--- src/rtl/wb_stage.sv ---
// MEM/WB pipeline register and write-back logic for the RV32I 5-stage pipeline.
// Captures MEM-stage results, aligns and extends load data, selects the
// write-back value and drives the register-file write port.
// Optional feature: define WB_INSTRET_EN to add the retired-instruction
// counter (InstRetW, CNT_W bits wide).
module wb_stage #(
  parameter int unsigned XLEN = 32
`ifdef WB_INSTRET_EN
  , parameter int unsigned CNT_W = 64
`endif
) (
  input  logic            clk,
  input  logic            reset,
  input  logic            stall_w,
  input  logic            flush_w,
  input  logic            ValidM,
  input  logic            RegWriteM,
  input  logic [2:0]      WriteBackM,
  input  logic [2:0]      funct3M,
  input  logic [4:0]      RdM,
  input  logic [XLEN-1:0] ALUResultM,
  input  logic [XLEN-1:0] ReadDataM,
  input  logic [XLEN-1:0] PCPlus4M,
  input  logic [XLEN-1:0] ImmExtM,
  input  logic [XLEN-1:0] PCTargetM,
  output logic            RegWriteW,
  output logic [4:0]      RdW,
  output logic [XLEN-1:0] ResultW,
  output logic            ValidW
`ifdef WB_INSTRET_EN
  , output logic [CNT_W-1:0] InstRetW
`endif
);

  logic            valid_q;
  logic            reg_write_q;
  logic [2:0]      wb_sel_q;
  logic [2:0]      funct3_q;
  logic [4:0]      rd_q;
  logic [XLEN-1:0] alu_result_q;
  logic [XLEN-1:0] read_data_q;
  logic [XLEN-1:0] pc_plus4_q;
  logic [XLEN-1:0] imm_ext_q;
  logic [XLEN-1:0] pc_target_q;

  logic [7:0]      ld_byte;
  logic [15:0]     ld_half;
  logic [XLEN-1:0] load_data;

  // MEM/WB register: reset > flush > stall > load
  always_ff @(posedge clk) begin
    if (reset) begin
      valid_q      <= 1'b0;
      reg_write_q  <= 1'b0;
      wb_sel_q     <= 3'b000;
      funct3_q     <= 3'b000;
      rd_q         <= 5'd0;
      alu_result_q <= '0;
      read_data_q  <= '0;
      pc_plus4_q   <= '0;
      imm_ext_q    <= '0;
      pc_target_q  <= '0;
    end else if (flush_w) begin
      // Bubble: only the control bits matter, data fields simply hold
      valid_q     <= 1'b0;
      reg_write_q <= 1'b0;
    end else if (!stall_w) begin
      valid_q      <= ValidM;
      reg_write_q  <= RegWriteM;
      wb_sel_q     <= WriteBackM;
      funct3_q     <= funct3M;
      rd_q         <= RdM;
      alu_result_q <= ALUResultM;
      read_data_q  <= ReadDataM;
      pc_plus4_q   <= PCPlus4M;
      imm_ext_q    <= ImmExtM;
      pc_target_q  <= PCTargetM;
    end
  end

`ifdef WB_INSTRET_EN
  logic [CNT_W-1:0] instret_q;

  // Retired-instruction counter; counts valid loads into WB, wraps naturally
  always_ff @(posedge clk) begin
    if (reset) begin
      instret_q <= '0;
    end else if (!flush_w && !stall_w && ValidM) begin
      instret_q <= instret_q + CNT_W'(1);
    end
  end

  assign InstRetW = instret_q;
`endif

  // Load alignment: byte lane from the full offset, half lane from offset bit 1 only
  always_comb begin
    ld_byte = read_data_q[{alu_result_q[1:0], 3'b000} +: 8];
    ld_half = read_data_q[{alu_result_q[1], 4'b0000} +: 16];
    case (funct3_q)
      3'b000:  load_data = {{(XLEN-8){ld_byte[7]}}, ld_byte};
      3'b100:  load_data = {{(XLEN-8){1'b0}}, ld_byte};
      3'b001:  load_data = {{(XLEN-16){ld_half[15]}}, ld_half};
      3'b101:  load_data = {{(XLEN-16){1'b0}}, ld_half};
      default: load_data = read_data_q;
    endcase
  end

  // Write-back select, driven from registered fields only
  always_comb begin
    case (wb_sel_q)
      3'b001:  ResultW = load_data;
      3'b010:  ResultW = pc_plus4_q;
      3'b011:  ResultW = imm_ext_q;
      3'b100:  ResultW = pc_target_q;
      default: ResultW = alu_result_q;
    endcase
  end

  assign ValidW    = valid_q;
  assign RdW       = rd_q;
  // x0 is never written
  assign RegWriteW = reg_write_q & valid_q & (rd_q != 5'd0);

endmodule
--- config.mk ---
export PLATFORM = sky130hd
export DESIGN_NAME = wb_stage
export DESIGN_NICKNAME = d
export VERILOG_FILES = /design/src/rtl/wb_stage.sv
export SDC_FILE = /design/constraint.sdc
export NUM_CORES = 1
export LEC_CHECK = 0
export ABC_AREA = 0
export CORE_MARGIN = 5
export CORE_UTILIZATION = 60
export CTS_CLUSTER_SIZE = 40
export DETAILED_ROUTE_END_ITERATION = 10
export DONT_BUFFER_PORTS = 1
export HOLD_SLACK_MARGIN = 0.03
export PLACE_DENSITY_LB_ADDON = 0.05
export SETUP_SLACK_MARGIN = 0.2
export SYNTH_ARGS = -nofsm -noshare
export SYNTH_HDL_FRONTEND = slang
export SYNTH_SLANG_ARGS = --single-unit
export TNS_END_PERCENT = 50
--- constraint.sdc ---
create_clock -name clk -period 2.3 [get_ports clk]
set_input_delay 0.46 -clock clk [delete_from_list [all_inputs] [get_ports clk]]
set_output_delay 0.46 -clock clk [all_outputs]
set_load 0.005 [all_outputs]
==> impl_metrics.csv, run 1 <==
group,metric,value,unit
status,status,"complete, but fails checks",
status,violations,"setup timing",
worst_hold_path,hold_start,"flush_w",
synth,synth_commonest_cells,"nand2_1 (391), a21oi_1 (187), dfxtp_1 (173)",
power_and_ir_drop,switching_share,27.8,%
synth,synth_most_common_cell,"nand2_1",
worst_hold_path,holdPathStages,1,
critical_path,r2r-end,"wb_sel_q[0]",
clock_tree,cts_root_buf,"clkbuf_16",
worst_hold_path,min_to,"ValidW",
sta,fin_skew,0,ns
synth,synth_cells,1092,
routing,detail_route.wl_per_cell,19.6,um
power_and_ir_drop,finalPower,6.91,mW
synth,syn_area,0.00787,mm^2
sta,setup_viol,31,
critical_path,cp-end-kind,"output pin",
critical_path,r2r-start,"wb_sel_q[0]",
critical_path,startpoint_type,"flop",
routing,via_per_inst,6.02,
clock_tree,cts_sinks,173,
critical_path,critPathKind,"flop to output pin",
power_and_ir_drop,combPwrFrac,12.9,%
sta,rsz0062_at_grt,"true",
critical_path,critPathMaxStageDelay,0.38,ns
floorplan,coreArea,0.0127,mm^2
power_and_ir_drop,switchingPower,1.92,mW
floorplan,die_w,125,um
cells_and_area,antenna_cells,0,
synth,ys_ff_latch,173,
cells_and_area,drive_above_1_share,14.5,%
sta,hold_violations,0,
floorplan,die_h,125,um
routing,drtAntennaViolNets,0,
cells_and_area,final_cells,1258,
cells_and_area,design_area,0.00921,mm^2
power_and_ir_drop,power_frac_seq,47.0,%
sta,period_share,107,%
sta,worst_pin_slew,0.561,ns
sta,slew_violations,0,
cells_and_area,finish.utilization,72.4,%
place,finalWeightedCongestion,0.959,
place,portBuffers,0,
global_routing,grt_pass1_wl,37.5,mm
synth,ys_types,46,
sta,max_freq,0.408,GHz
power_and_ir_drop,max-vdd-ir-drop,0.577,mV
clock_tree,path_clk_slew,0.07,ns
synth,avgSynthCellArea,7.21,um^2
cells_and_area,syn2layout_area_growth,17.1,%
global_routing,grt_max_degree,174,
synth,synth_top_cell_area_share,44.0,%
floorplan,initial_core_util,61.9,%
critical_path,ff2ff_setup_slack,1.26,ns
place,dpl.cell_count,1202,
synth,synth_area_leaders,"dfxtp_1 (44%), nand2_1 (19%), a21oi_1 (12%), clkbuf_1 (2.5%), a32oi_1 (2.4%)",
cells_and_area,nets,1251,
global_routing,grt_util_all_layers,30.0,%
critical_path,cpMaxStageDelayCell,"or3b_4",
cells_and_area,n_fill_cell,1070,
floorplan,die_area,0.0155,mm^2
synth,syn_nets,1269,
place,dpl.hpwl,16.2,mm
routing,drt_first_pass_iters,6,
power_and_ir_drop,power_density,750,mW/mm^2
clock_tree,numCtsBuffers,17,
critical_path,cp_top_family,"buffers and inverters",
critical_path,critPathArrivalTime,1.99,ns
synth,yosysTopAreaCell,"dfxtp_1",
routing,drc_errors,0,
sta,fin_ws,-0.151,ns
synth,async_reset_ff_share,0,%
clock_tree,h-tree-depth,4,
power_and_ir_drop,clockPowerShare,40.1,%
clock_tree,cts_tree,"yes",
synth,synth_edf_count,0,
sta,setup_tns,-2.84,ns
routing,drtIter0Drc,959,
synth,yosys_most_used_dff,"dfxtp_1",
clock_tree,cts_hold_buf,0,
sta,slew_headroom,62.6,%
routing,wl,24.7,mm
run,drv_cap,0,
sta,fin_crit,2.45,ns
floorplan,rows,41,
clock_tree,clkLatencyLatePin,0.44,ns
critical_path,crit_required,1.84,ns
global_routing,antenna_found_initial,0,
synth,seq_area_frac_synth,44.0,%
global_routing,grt-ovfl-total,0,
clock_tree,cts_max_path_buffers,2,
critical_path,ff2ff_path_depth,4,
floorplan,pin_count,216,
power_and_ir_drop,intPower,4.99,mW
place,placed_area,0.00798,mm^2
critical_path,cp_max_fo,5,
critical_path,crit_chain,"buf_6 > or3b_4 > buf_4 > clkbuf_16 > o21ai_1 > a31oi_2",
critical_path,cp.buffers_inverters,3,
power_and_ir_drop,p_leak,3.17,nW
routing,vias,7569,
worst_hold_path,hold_class,"input pin to flop",
synth,yosys_warnings,0,
global_routing,grt_pass1_vias,6980,
==> state kept, by name (all words and copies together), names as in the netlist <==
signal        count
imm_ext_q        32
pc_plus4_q       32
RdW               5
alu_result_q     32
funct3_q          3
pc_target_q      32
read_data_q      32
wb_sel_q          3
reg_write_q       1
ValidW            1
==> cell usage in the layout (no fill, tap or decap), types with 5 or more instances in the layout <==
cell and n:
buf_6 5, a21oi_1 180, nor3b_1 13, o22ai_2 7, nand3_1 9, buf_12 7
dfxtp_1 166, nand2_2 5, a21oi_2 7, nand2_1 386, o21ai_1 14, o21ai_2 10
nor2b_1 9, clkbuf_16 20, buf_4 34, o211ai_1 6, mux2i_1 10, a31oi_2 9
nor2_1 47, inv_1 23, o21ai_0 22, a31oi_4 8, a32oi_1 21, o2111ai_1 6
==> per-stage QoR <==
step / setup WS (ns) / hold WS [ns]
after CTS: -0.0910 / 0.0851
after global routing: -0.184 / 0.0774
after global placement: 0.115 / 0.435
after floorplan: 0.478 / 0.433
after detailed placement: 0.108 / 0.438
final: -0.151 / 0.0919
==> layer usage <==
layer	GRT usage [%]	up-vias	part of all wire (%)
met5	0	-	0
met4	9.48	0	3.1
met3	9.05	55	9.2
met2	45.0	365	45
met1	41.6	3529	43
li1	-	3620	-
==> power groups by stage <==
stage	sequential (mW)	combinational, mW	clock [mW]
final	3.25	0.890	2.77
after detailed placement	3.31	0.718	0
after global placement	3.30	0.706	0
after global routing	3.26	0.967	2.92
after floorplan	3.26	0.568	0
after CTS	3.24	0.828	2.78
==> cell families (layout without fill, tap and decap cells) <==
| kind of cell | Yosys count | in the layout | share of synthesized area, % |
|---|---|---|---|
| AO/OA/AOI/OAI | 303 | 303 | 22.1 |
| XOR/XNOR | 1 | 1 | 0.111 |
| buffers and inverters | 114 | 106 | 6.28 |
| flip-flops | 173 | 173 | 44.0 |
| multiplexers | 13 | 13 | 1.84 |
| AND/OR/NAND/NOR | 488 | 490 | 25.6 |
==> repair_timing <==
| action | in CTS | in global routing |
|---|---|---|
| cloned | 4 | 3 |
| resized for setup | 69 | 31 |
| setup endpoints to repair | 32 | 32 |
| pin swaps | 22 | 7 |
| buffers inserted | 12 | 6 |
==> cell type report <==
class	instances	area [um^2]	share of cell area, %
multi-input combinational	807	4320	46.8
sequential	173	3480	37.8
timing repair buffer	51	547	5.94
clock buffer	17	425	4.62
tap	172	215	2.34
clock inverter	14	134	1.45
inverter	24	93.8	1.02
==> worst max path at each step <==
stage	from	endpoint	slack, ns	depth (start not counted)
after global placement	wb_sel_q[0]	ResultW[16]	0.12	6
after detailed placement	wb_sel_q[0]	ResultW[16]	0.11	6
final	wb_sel_q[0]	ResultW[25]	-0.15	6
after CTS	wb_sel_q[2]	ResultW[9]	-0.09	5
after floorplan	wb_sel_q[2]	ResultW[24]	0.48	6
after global routing	wb_sel_q[0]	ResultW[25]	-0.18	5
Note: power is estimated with default switching activity, not from simulation.
==> run 2, diff against run 1 <==
--- a/config.mk
+++ b/config.mk
@@ -11,8 +11,10 @@
 export CTS_CLUSTER_SIZE = 40
 export DETAILED_ROUTE_END_ITERATION = 10
 export DONT_BUFFER_PORTS = 1
+export GPL_ROUTABILITY_DRIVEN = 0
 export HOLD_SLACK_MARGIN = 0.03
 export PLACE_DENSITY_LB_ADDON = 0.05
+export REMOVE_ABC_BUFFERS = 1
 export SETUP_SLACK_MARGIN = 0.2
 export SYNTH_ARGS = -nofsm -noshare
 export SYNTH_HDL_FRONTEND = slang
==> impl_metrics.csv, run 2 (synthesis results as in run 1) <==
group,metric,value,unit
status,status,"complete, but fails checks",
status,violations,"setup timing",
global_routing,antenna_found_initial,0,
sta,max_freq,0.406,GHz
critical_path,critPathKind,"flop to output pin",
cells_and_area,final_common_cell,"nand2_1",
power_and_ir_drop,max-vdd-ir-drop,0.618,mV
cells_and_area,design_area,0.00934,mm^2
cells_and_area,nets,1252,
worst_hold_path,hold_class,"input pin to flop",
place,portBuffers,0,
critical_path,cpMaxStageDelayCell,"or3b_4",
place,dpl.hpwl,14.8,mm
routing,wl,23.3,mm
sta,rsz0062_at_grt,"true",
sta,fin_crit,2.46,ns
global_routing,grt_pass1_wl,35.9,mm
sta,worst_pin_slew,0.594,ns
sta,slew_headroom,60.4,%
global_routing,grt_max_degree,174,
clock_tree,cts_root_buf,"clkbuf_16",
sta,hold_violations,0,
routing,vias,7503,
clock_tree,cts_hold_buf,0,
power_and_ir_drop,p_leak,3.29,nW
clock_tree,cts_sinks,173,
global_routing,grt_util_all_layers,28.4,%
power_and_ir_drop,power_density,758,mW/mm^2
routing,detail_route.wl_per_cell,18.5,um
routing,drtIter0Drc,777,
critical_path,cp-end-kind,"output pin",
sta,slew_violations,0,
floorplan,die_h,125,um
global_routing,grt-ovfl-total,0,
cells_and_area,register_area,0.00348,mm^2
place,dp_slack,-0.0478,ns
sta,holdWs,0.101,ns
floorplan,rows,41,
place,placed_area,0.00796,mm^2
sta,fin_ws,-0.163,ns
clock_tree,cts_max_path_buffers,2,
critical_path,crit_chain,"buf_6 > or3b_4 > buf_6 > nor2_4 > buf_12 > nand2_4 > a31oi_4",
floorplan,die_area,0.0155,mm^2
critical_path,cp_max_fo,8,
cells_and_area,syn2layout_area_growth,18.7,%
critical_path,critPathArrivalTime,2.00,ns
run,drv_cap,0,
floorplan,pin_count,216,
routing,drtAntennaViolNets,0,
floorplan,initial_core_util,61.9,%
floorplan,die_w,125,um
clock_tree,path_clk_slew,0.07,ns
cells_and_area,n_fill_cell,1062,
clock_tree,h-tree-depth,4,
cells_and_area,final_cell_mix,"nand2_1 (378), a21oi_1 (180), dfxtp_1 (166)",
routing,drt_first_pass_iters,5,
critical_path,critPathMaxStageDelay,0.43,ns
cells_and_area,antenna_cells,0,
clock_tree,cts_tree,"yes",
critical_path,cp_common_cell,"buf_6",
sta,fin_skew,0,ns
global_routing,grt_pass1_vias,6837,
critical_path,startpoint_type,"flop",
cells_and_area,multi_input_area,0.00435,mm^2
sta,period_share,107,%
cells_and_area,drive_above_1_share,14.6,%
sta,setup_viol,31,
clock_tree,numCtsBuffers,17,
clock_tree,clkLatencyLatePin,0.42,ns
routing,drc_errors,0,
critical_path,crit_required,1.84,ns
routing,via_per_inst,5.95,
floorplan,coreArea,0.0127,mm^2
run 2: cell types whose count changed in the layout (fill, tap and decap cells not counted), sizes merged:
| cell | change |
|---|---|
| buf | +4 |
| clkinvlp | -1 |
| inv | -4 |
| clkinv | +2 |
| bufinv | +2 |
| nor2b | -1 |
run 2: worst max-delay path: cells and delay by family, from the launching register on:
kind | cells | cell delay [ns]
and+or+nand+nor | 3 | 0.59
DFF | 1 | 0.37
AOI/OAI and AO/OA | 1 | 0.19
buffers and inverters | 3 | 0.43
run 2: through the flow:
| stage | utilization (%) | total power, mW | cells | TNS (ns) |
|---|---|---|---|---|
| 3_5_place_dp | 62.5 | 3.99 | 1201 | -0.280 |
| 6_report | 73.4 | 7.08 | 1260 | -3.24 |
| 4_1_cts | 71.8 | 7.04 | 1253 | -2.09 |
| 5_1_grt | 73.4 | 7.35 | 1260 | -5.54 |
| 3_3_place_gp | 62.5 | 3.97 | 1201 | 0 |
| 2_1_floorplan | - | 3.78 | 1002 | -675.55 |
run 2: repair_timing:
item	4_1_cts	5_1_grt
endpoints found under the hold margin	0	0
setup buffers	19	6
endpoints found under the setup margin	32	32
pin swaps	38	16
resized for setup	81	27
cloned	1	1
run 2: metal layers:
metal  track usage [%]  up-vias  wire, um
li1                  -     3632         -
met1              35.4     3491      9240
met2              47.6      332     11600
met3              9.13       48      2040
met4              6.96        0       494
met5                 0        -         0
run 2: final timing paths:
path | start | endpoint | slack (ns) | cells after the start
min reg2reg | alu_result_q[27] | alu_result_q[27] | 0.45 | 2
min | flush_w | ValidW | 0.10 | 1
max reg2reg | wb_sel_q[1] | wb_sel_q[1] | 1.16 | 4
max | wb_sel_q[2] | ResultW[19] | -0.16 | 7
run 2: final cells by class:
| cell class | instances | share of cell area (%) |
|---|---|---|
| repair buffers | 53 | 6.35 |
| flip-flops and latches | 173 | 37.3 |
| multi-input cells | 806 | 46.6 |
| inverters | 24 | 1.00 |
| clock inverters | 13 | 1.77 |
| clock buffers | 19 | 4.74 |
| well taps | 172 | 2.30 |
run 2: where the power goes:
group	leakage (nW)	switching, mW	internal [mW]	total, mW
combinational	1.57	0.516	0.360	0.876
clock	0.298	1.22	1.75	2.97
sequential	1.42	0.105	3.13	3.24
